--- config.mk ---
export PLATFORM = sky130hd
export DESIGN_NAME = usb_rx_pid_crc5
export DESIGN_NICKNAME = d
export VERILOG_FILES = /design/src/rtl/usb_pkg.sv /design/src/rtl/usb_crc5_byte.sv /design/src/rtl/usb_rx_pid_crc5.sv
export SDC_FILE = /design/constraint.sdc
export NUM_CORES = 1
export LEC_CHECK = 0
export ABC_CLOCK_PERIOD_IN_PS = 3550
export CORE_UTILIZATION = 40
export CTS_BUF_LIST = sky130_fd_sc_hd__clkbuf_16
export DETAILED_ROUTE_END_ITERATION = 16
export GPL_TIMING_DRIVEN = 1
export HOLD_SLACK_MARGIN = 0.1
export PLACE_DENSITY = 0.63
export SYNTH_ARGS = -nofsm -noshare
export SYNTH_HDL_FRONTEND = slang
export SYNTH_HIERARCHICAL = 1
export SYNTH_SLANG_ARGS = --single-unit
--- constraint.sdc ---
create_clock -name clk -period 3.55 [get_ports clk]
set_input_delay 0.5325 -clock clk [delete_from_list [all_inputs] [get_ports clk]]
set_output_delay 0.5325 -clock clk [all_outputs]
set_load 0.01 [all_outputs]
--- src/rtl/usb_pkg.sv ---
// Shared USB receive-path definitions: PID codes, classifier FSM states and CRC5 constants.
package usb_pkg;

    localparam logic [3:0] PidOut   = 4'b0001;
    localparam logic [3:0] PidIn    = 4'b1001;
    localparam logic [3:0] PidSof   = 4'b0101;
    localparam logic [3:0] PidSetup = 4'b1101;
    localparam logic [3:0] PidPing  = 4'b0100;
    localparam logic [3:0] PidData0 = 4'b0011;
    localparam logic [3:0] PidData1 = 4'b1011;
    localparam logic [3:0] PidData2 = 4'b0111;
    localparam logic [3:0] PidMdata = 4'b1111;
    localparam logic [3:0] PidAck   = 4'b0010;
    localparam logic [3:0] PidNak   = 4'b1010;
    localparam logic [3:0] PidStall = 4'b1110;
    localparam logic [3:0] PidNyet  = 4'b0110;

    typedef enum logic [2:0] {
        StIdle,
        StTok1,
        StTok2,
        StData,
        StDrop
    } state_e;

    // x^5 + x^2 + 1, shifted towards bit 4, fed LSB first
    localparam logic [4:0] Crc5Poly     = 5'h05;
    localparam logic [4:0] Crc5Init     = 5'h1F;
    localparam logic [4:0] Crc5Residual = 5'h0C;

    function automatic logic is_token_pid(input logic [3:0] pid);
        return pid inside {PidOut, PidIn, PidSof, PidSetup, PidPing};
    endfunction

    function automatic logic is_data_pid(input logic [3:0] pid);
        return pid inside {PidData0, PidData1, PidData2, PidMdata};
    endfunction

    function automatic logic is_hs_pid(input logic [3:0] pid);
        return pid inside {PidAck, PidNak, PidStall, PidNyet};
    endfunction

endpackage

--- src/rtl/usb_crc5_byte.sv ---
// Combinational USB CRC5 update over one byte, bits consumed LSB first.
module usb_crc5_byte
    import usb_pkg::*;
(
    input  logic [4:0] crc_in,
    input  logic [7:0] data,
    output logic [4:0] crc_out
);

    always_comb begin
        logic [4:0] c;
        c = crc_in;
        for (int i = 0; i < 8; i++) begin
            if (c[4] ^ data[i]) begin
                c = {c[3:0], 1'b0} ^ Crc5Poly;
            end else begin
                c = {c[3:0], 1'b0};
            end
        end
        crc_out = c;
    end

endmodule

--- src/rtl/usb_rx_pid_crc5.sv ---
// Receive-path packet classifier: PID decode, token CRC5/address check, handshake report and
// DATA packet forwarding through a one-entry slice. Optional macro: USB_PID_CHECK_EN.
module usb_rx_pid_crc5
    import usb_pkg::*;
(
    input  logic        clk,
    input  logic        rst_n,
    input  logic        phy_rx_sop,
    input  logic        phy_rx_eop,
    input  logic        phy_rx_valid,
    output logic        phy_rx_ready,
    input  logic [7:0]  phy_rx_data,
    input  logic [6:0]  dev_addr,
    output logic        rx_sop,
    output logic        rx_eop,
    output logic        rx_valid,
    input  logic        rx_ready,
    output logic [7:0]  rx_data,
    output logic        rx_token_valid,
    output logic [3:0]  rx_pid,
    output logic [6:0]  rx_addr,
    output logic [3:0]  rx_endp,
    output logic [10:0] rx_frame_num,
    output logic        rx_hs_valid,
    output logic        rx_crc5_err,
    output logic        rx_pkt_err,
    output logic        rx_pid_err
);

    state_e      state_q, state_d;
    logic [7:0]  byte1_q, byte1_d;
    logic [3:0]  tok_pid_q, tok_pid_d;

    logic        slc_valid_q, slc_valid_d;
    logic        slc_sop_q, slc_sop_d;
    logic        slc_eop_q, slc_eop_d;
    logic [7:0]  slc_data_q, slc_data_d;

    logic        tok_valid_q, tok_valid_d;
    logic        hs_valid_q, hs_valid_d;
    logic        crc5_err_q, crc5_err_d;
    logic        pkt_err_q, pkt_err_d;
    logic        pid_err_q, pid_err_d;
    logic [3:0]  pid_q, pid_d;
    logic [6:0]  addr_q, addr_d;
    logic [3:0]  endp_q, endp_d;
    logic [10:0] frame_q, frame_d;

    logic        acc;
    logic        pid_bad;
    logic [3:0]  pid;
    logic [10:0] tok_field;
    logic [4:0]  crc_mid, crc_res;
    logic        crc_good;

    assign phy_rx_ready = !slc_valid_q || rx_ready;
    assign acc          = phy_rx_valid && phy_rx_ready;
    assign pid          = phy_rx_data[3:0];
    assign tok_field    = {phy_rx_data[2:0], byte1_q};

`ifdef USB_PID_CHECK_EN
    assign pid_bad = phy_rx_data[7:4] != ~phy_rx_data[3:0];
`else
    assign pid_bad = 1'b0;
`endif

    usb_crc5_byte u_crc_byte1 (
        .crc_in  (Crc5Init),
        .data    (byte1_q),
        .crc_out (crc_mid)
    );

    usb_crc5_byte u_crc_byte2 (
        .crc_in  (crc_mid),
        .data    (phy_rx_data),
        .crc_out (crc_res)
    );

    assign crc_good = crc_res == Crc5Residual;

    always_comb begin
        state_d     = state_q;
        byte1_d     = byte1_q;
        tok_pid_d   = tok_pid_q;
        slc_valid_d = slc_valid_q && !rx_ready;
        slc_sop_d   = slc_sop_q;
        slc_eop_d   = slc_eop_q;
        slc_data_d  = slc_data_q;
        tok_valid_d = 1'b0;
        hs_valid_d  = 1'b0;
        crc5_err_d  = 1'b0;
        pkt_err_d   = 1'b0;
        pid_err_d   = 1'b0;
        pid_d       = pid_q;
        addr_d      = addr_q;
        endp_d      = endp_q;
        frame_d     = frame_q;

        if (acc && phy_rx_sop) begin
            // A sop outside IDLE aborts the packet in flight; the new PID still decodes now.
            if (state_q != StIdle) begin
                pkt_err_d = 1'b1;
            end
            if (pid_bad) begin
                pid_err_d = 1'b1;
                state_d   = phy_rx_eop ? StIdle : StDrop;
            end else if (is_token_pid(pid)) begin
                tok_pid_d = pid;
                state_d   = StTok1;
            end else if (is_data_pid(pid)) begin
                slc_valid_d = 1'b1;
                slc_sop_d   = 1'b1;
                slc_eop_d   = phy_rx_eop;
                slc_data_d  = phy_rx_data;
                state_d     = phy_rx_eop ? StIdle : StData;
            end else if (is_hs_pid(pid)) begin
                if (phy_rx_eop) begin
                    hs_valid_d = 1'b1;
                    pid_d      = pid;
                    state_d    = StIdle;
                end else begin
                    pkt_err_d = 1'b1;
                    state_d   = StDrop;
                end
            end else begin
                state_d = phy_rx_eop ? StIdle : StDrop;
            end
        end else if (acc) begin
            case (state_q)
                StIdle: ;
                StTok1: begin
                    if (phy_rx_eop) begin
                        pkt_err_d = 1'b1;
                        state_d   = StIdle;
                    end else begin
                        byte1_d = phy_rx_data;
                        state_d = StTok2;
                    end
                end
                StTok2: begin
                    if (!phy_rx_eop) begin
                        pkt_err_d = 1'b1;
                        state_d   = StDrop;
                    end else begin
                        state_d = StIdle;
                        if (!crc_good) begin
                            crc5_err_d = 1'b1;
                        end else begin
                            pid_d = tok_pid_q;
                            if (tok_pid_q == PidSof) begin
                                frame_d     = tok_field;
                                tok_valid_d = 1'b1;
                            end else begin
                                addr_d      = tok_field[6:0];
                                endp_d      = tok_field[10:7];
                                tok_valid_d = tok_field[6:0] == dev_addr;
                            end
                        end
                    end
                end
                StData: begin
                    slc_valid_d = 1'b1;
                    slc_sop_d   = 1'b0;
                    slc_eop_d   = phy_rx_eop;
                    slc_data_d  = phy_rx_data;
                    if (phy_rx_eop) begin
                        state_d = StIdle;
                    end
                end
                StDrop: begin
                    if (phy_rx_eop) begin
                        state_d = StIdle;
                    end
                end
                default: state_d = StIdle;
            endcase
        end
    end

    always_ff @(posedge clk or negedge rst_n) begin
        if (!rst_n) begin
            state_q     <= StIdle;
            byte1_q     <= 8'h00;
            tok_pid_q   <= 4'h0;
            slc_valid_q <= 1'b0;
            slc_sop_q   <= 1'b0;
            slc_eop_q   <= 1'b0;
            slc_data_q  <= 8'h00;
            tok_valid_q <= 1'b0;
            hs_valid_q  <= 1'b0;
            crc5_err_q  <= 1'b0;
            pkt_err_q   <= 1'b0;
            pid_err_q   <= 1'b0;
            pid_q       <= 4'h0;
            addr_q      <= 7'h00;
            endp_q      <= 4'h0;
            frame_q     <= 11'h000;
        end else begin
            state_q     <= state_d;
            byte1_q     <= byte1_d;
            tok_pid_q   <= tok_pid_d;
            slc_valid_q <= slc_valid_d;
            slc_sop_q   <= slc_sop_d;
            slc_eop_q   <= slc_eop_d;
            slc_data_q  <= slc_data_d;
            tok_valid_q <= tok_valid_d;
            hs_valid_q  <= hs_valid_d;
            crc5_err_q  <= crc5_err_d;
            pkt_err_q   <= pkt_err_d;
            pid_err_q   <= pid_err_d;
            pid_q       <= pid_d;
            addr_q      <= addr_d;
            endp_q      <= endp_d;
            frame_q     <= frame_d;
        end
    end

    assign rx_valid       = slc_valid_q;
    assign rx_sop         = slc_sop_q;
    assign rx_eop         = slc_eop_q;
    assign rx_data        = slc_data_q;
    assign rx_token_valid = tok_valid_q;
    assign rx_hs_valid    = hs_valid_q;
    assign rx_crc5_err    = crc5_err_q;
    assign rx_pkt_err     = pkt_err_q;
    assign rx_pid_err     = pid_err_q;
    assign rx_pid         = pid_q;
    assign rx_addr        = addr_q;
    assign rx_endp        = endp_q;
    assign rx_frame_num   = frame_q;

endmodule
==> flow_metrics.py <==
metrics = {
    "final_layout": {
        "mostFrequentLayoutCells": "clkdlybuf4s50_1 (61), dfrtp_1 (56), mux2_2 (47)",
        "final_common_cell": "clkdlybuf4s50_1",
        "area_delta_synth_final_pct": 31.87,
        "multi_input_area_mm2": 0.001494,
        "drive_above_1_share_pct": 25.43,
        "fin_area_mm2": 0.003877,
        "seqCellArea_mm2": 0.001401,
        "n_antenna_cell": 0,
        "post-route-util_pct": 55.84,
        "nets": 311,
        "fill_cells": 621,
    },
    "critical_path": {
        "start_kind": "flop",
        "cp_slowest_stage_delay_ns": 0.46,
        "reg2reg_depth": 9,
        "path_class": "reg2reg",
        "cp_slowest_cell": "xor3_1",
        "critPathCaptureType": "flop",
        "crit_chain": "xnor3_1 > xnor3_1 > xnor2_1 > xor3_1 > nand4bb_1 > nor2_1 > and3b_1 > buf_4 > mux2_2",
        "arrival_ns": 3.42,
        "cp.depth": 9,
        "cpLargestDelayFamily": "XOR/XNOR gates",
        "timing.rr.start": "byte1_q[6]",
        "critPathLaunch": "byte1_q[6]",
        "critical_path_buf_inv_count": 1,
        "endpoint": "rx_endp[1]",
        "crit_fanout": 11,
        "r2r_slack_ns": 0.32,
        "rr_endpoint": "rx_endp[1]",
        "crit_top_cell": "xnor3_1",
        "cp_data_required_time_ns": 3.73,
    },
    "global_routing": {
        "track_usage_pct": 17.37,
        "antenna_found_initial": 0,
        "grt_max_degree": 33,
        "gr-total-overflow": 0,
        "grt_pass1_vias": 1892,
        "grt_pass1_wl_um": 9963,
    },
    "synth": {
        "synthFlopType": "dfrtp_1",
        "yosysWarnings": 6,
        "synthArstFlopShare_pct": 100.0,
        "ys_seq_area_share_pct": 47.66,
        "synth_enable_flop_cells": 0,
        "ys_types": 46,
        "syn_area_per_cell_um2": 13.80,
        "netlist_area_mm2": 0.002940,
        "synthCells": 213,
        "ys_ff_latch": 56,
    },
    "timing": {
        "setup_viol": 0,
        "post-route-period-util_pct": 91.10,
        "fin_skew_ns": 0.009246,
        "hold_violations": 0,
        "fin_crit_ns": 3.234,
        "setup_tns_ns": 0,
        "max_freq_mhz": 309.2,
        "finalMaxSlewViolations": 0,
        "worst_pin_slew_ns": 0.6993,
        "whs_ns": 0.2820,
        "slew-limit-headroom_pct": 53.38,
        "grt_setup_unrepaired": "false",
    },
    "pwr": {
        "powerDensity_mw_per_mm2": 857.6,
        "clkPwrFrac_pct": 14.7,
        "p_switching_uw": 991.9,
        "p_sw_share_pct": 29.83,
        "intPower_mw": 2.333,
        "total_power_mw": 3.325,
        "ir_drop_v": 0.0004484,
        "p_comb_share_pct": 58.0,
        "p_leak_nw": 1.802,
        "p_seq_share_pct": 27.3,
    },
    "cts": {
        "clkSinkCount": 56,
        "clockRootBuffer": "clkbuf_16",
        "post_cts_buffers": 0,
        "clk_latency_ns": 0.29,
        "cts_resized": 0,
        "htreeDepth": 2,
        "cts_buffers": 5,
        "clkTransAtPathRegs_ns": 0.07,
        "hold_buffers": 0,
        "clockBufferDepth": 2,
        "cts_tree": "done",
    },
    "routing": {
        "vias_per_cell": 4.987,
        "vias": 1930,
        "drt-pass1-iter-count": 4,
        "routed_wirelength_um": 6159,
        "postRouteAntennaNets": 0,
        "route.detailed.drc": 0,
        "drt_iter0_drc": 91,
        "routedWlPerCell_um": 15.91,
    },
    "run": {
        "maxCapViolCount": 0,
    },
    "floorplan": {
        "start_util_pct": 42.34,
        "row_count": 30,
        "core-area_mm2": 0.006944,
        "die-area_mm2": 0.007697,
        "die_h_um": 87.74,
        "num_io_pins": 64,
        "die_w_um": 87.74,
    },
    "status": {
        "outcome": "finished, final reports clean",
    },
    "placed_design": {
        "gp_congestion": 0.8387,
        "io_buffers": 62,
        "hpwl_um": 4580,
        "dpl_cell_area_mm2": 0.003729,
    },
    "worst_hold_path": {
        "hold_path_class": "in2async",
    },
}
## worst min-delay path by stage
stage,from,slack (ns),cells after the start,endpoint
finish,rst_n,0.28,1,rx_data[3]
detailed placement,rx_pid[0],0.49,1,rx_pid[0]
floorplan,rst_n,0.24,0,byte1_q[0]
CTS,rst_n,0.31,1,rx_data[3]
global route,rst_n,0.34,1,rx_data[3]
global placement,rx_data[6],0.49,1,rx_data[6]
## power groups by stage
stage / sequential [mW] / combinational [mW] / clock, mW
after floorplan: 0.930 / 1.51 / 0
after global placement: 0.914 / 1.92 / 0
after detailed placement: 0.916 / 1.94 / 0
after CTS: 0.908 / 1.95 / 0.505
after global routing: 0.929 / 2.09 / 0.532
final: 0.906 / 1.93 / 0.489
## state kept, by name, summed over array words and instances, names as in the netlist, 3 cells and up
| name | cells |
|---|---|
| rx_frame_num | 11 |
| byte1_q | 8 |
| rx_data | 8 |
| rx_addr | 7 |
| rx_endp | 4 |
| rx_pid | 4 |
| tok_pid_q | 4 |
| state_q | 3 |
## cell usage after synthesis, drive strengths merged, types with 3 or more instances
cell type	number	area share [%]
dfrtp	56	48
nor3b	3	0.77
a21oi	5	0.85
mux2	47	18
nand2	6	0.77
xnor3	14	11
and2	4	0.85
inv	6	0.77
xor2	6	1.8
clkbuf	4	0.55
o21ai	5	0.85
xnor2	9	3.2
nor2	6	0.85
nor4	5	1.6
nor3	4	0.68
nor2b	3	0.64
buf	4	0.98
## cells by family after synthesis
logic type      after synthesis  share of synthesized area (%)
flops                        56                          47.66
other cells                   2                         0.2554
simple gates                 43                          9.830
mux                          49                          18.68
buf+inv                      14                          2.298
xor+xnor                     31                          17.32
compound gates               18                          3.958
## stage by stage
| step | std cells | setup WS [ns] |
|---|---|---|
| floorplan | 219 | 0.4500 |
| global placement | 379 | 0.3734 |
| detailed placement | 379 | 0.2742 |
| CTS | 387 | 0.2670 |
| global route | 387 | 0.04390 |
| finish | 387 | 0.3159 |
## layout make-up
class | instances | share of cell area (%)
clock inverters | 3 | 0.6131
well taps | 96 | 3.098
multi-input cells | 149 | 38.53
flip-flops and latches | 56 | 36.14
repair buffers | 72 | 17.81
inverters | 6 | 0.5808
clock buffers | 5 | 3.227
## worst reg2reg max path, delay by kind of cell (launching register included)
family,cells,cell delay (ns)
xor gates and xnor gates,4,1.55
buffers and inverters,1,0.20
DFF,1,0.43
muxes,1,0.36
and+or+nand+nor,3,0.59
## metal layers
layer,up-vias,wire (um),global-route usage [%]
li1,908,-,-
met5,-,0,0
met1,973,2987,25.34
met2,43,2914,26.57
met3,6,178,2.922
met4,0,78,5.365
No activity file was read; power rests on OpenSTA's default activity.
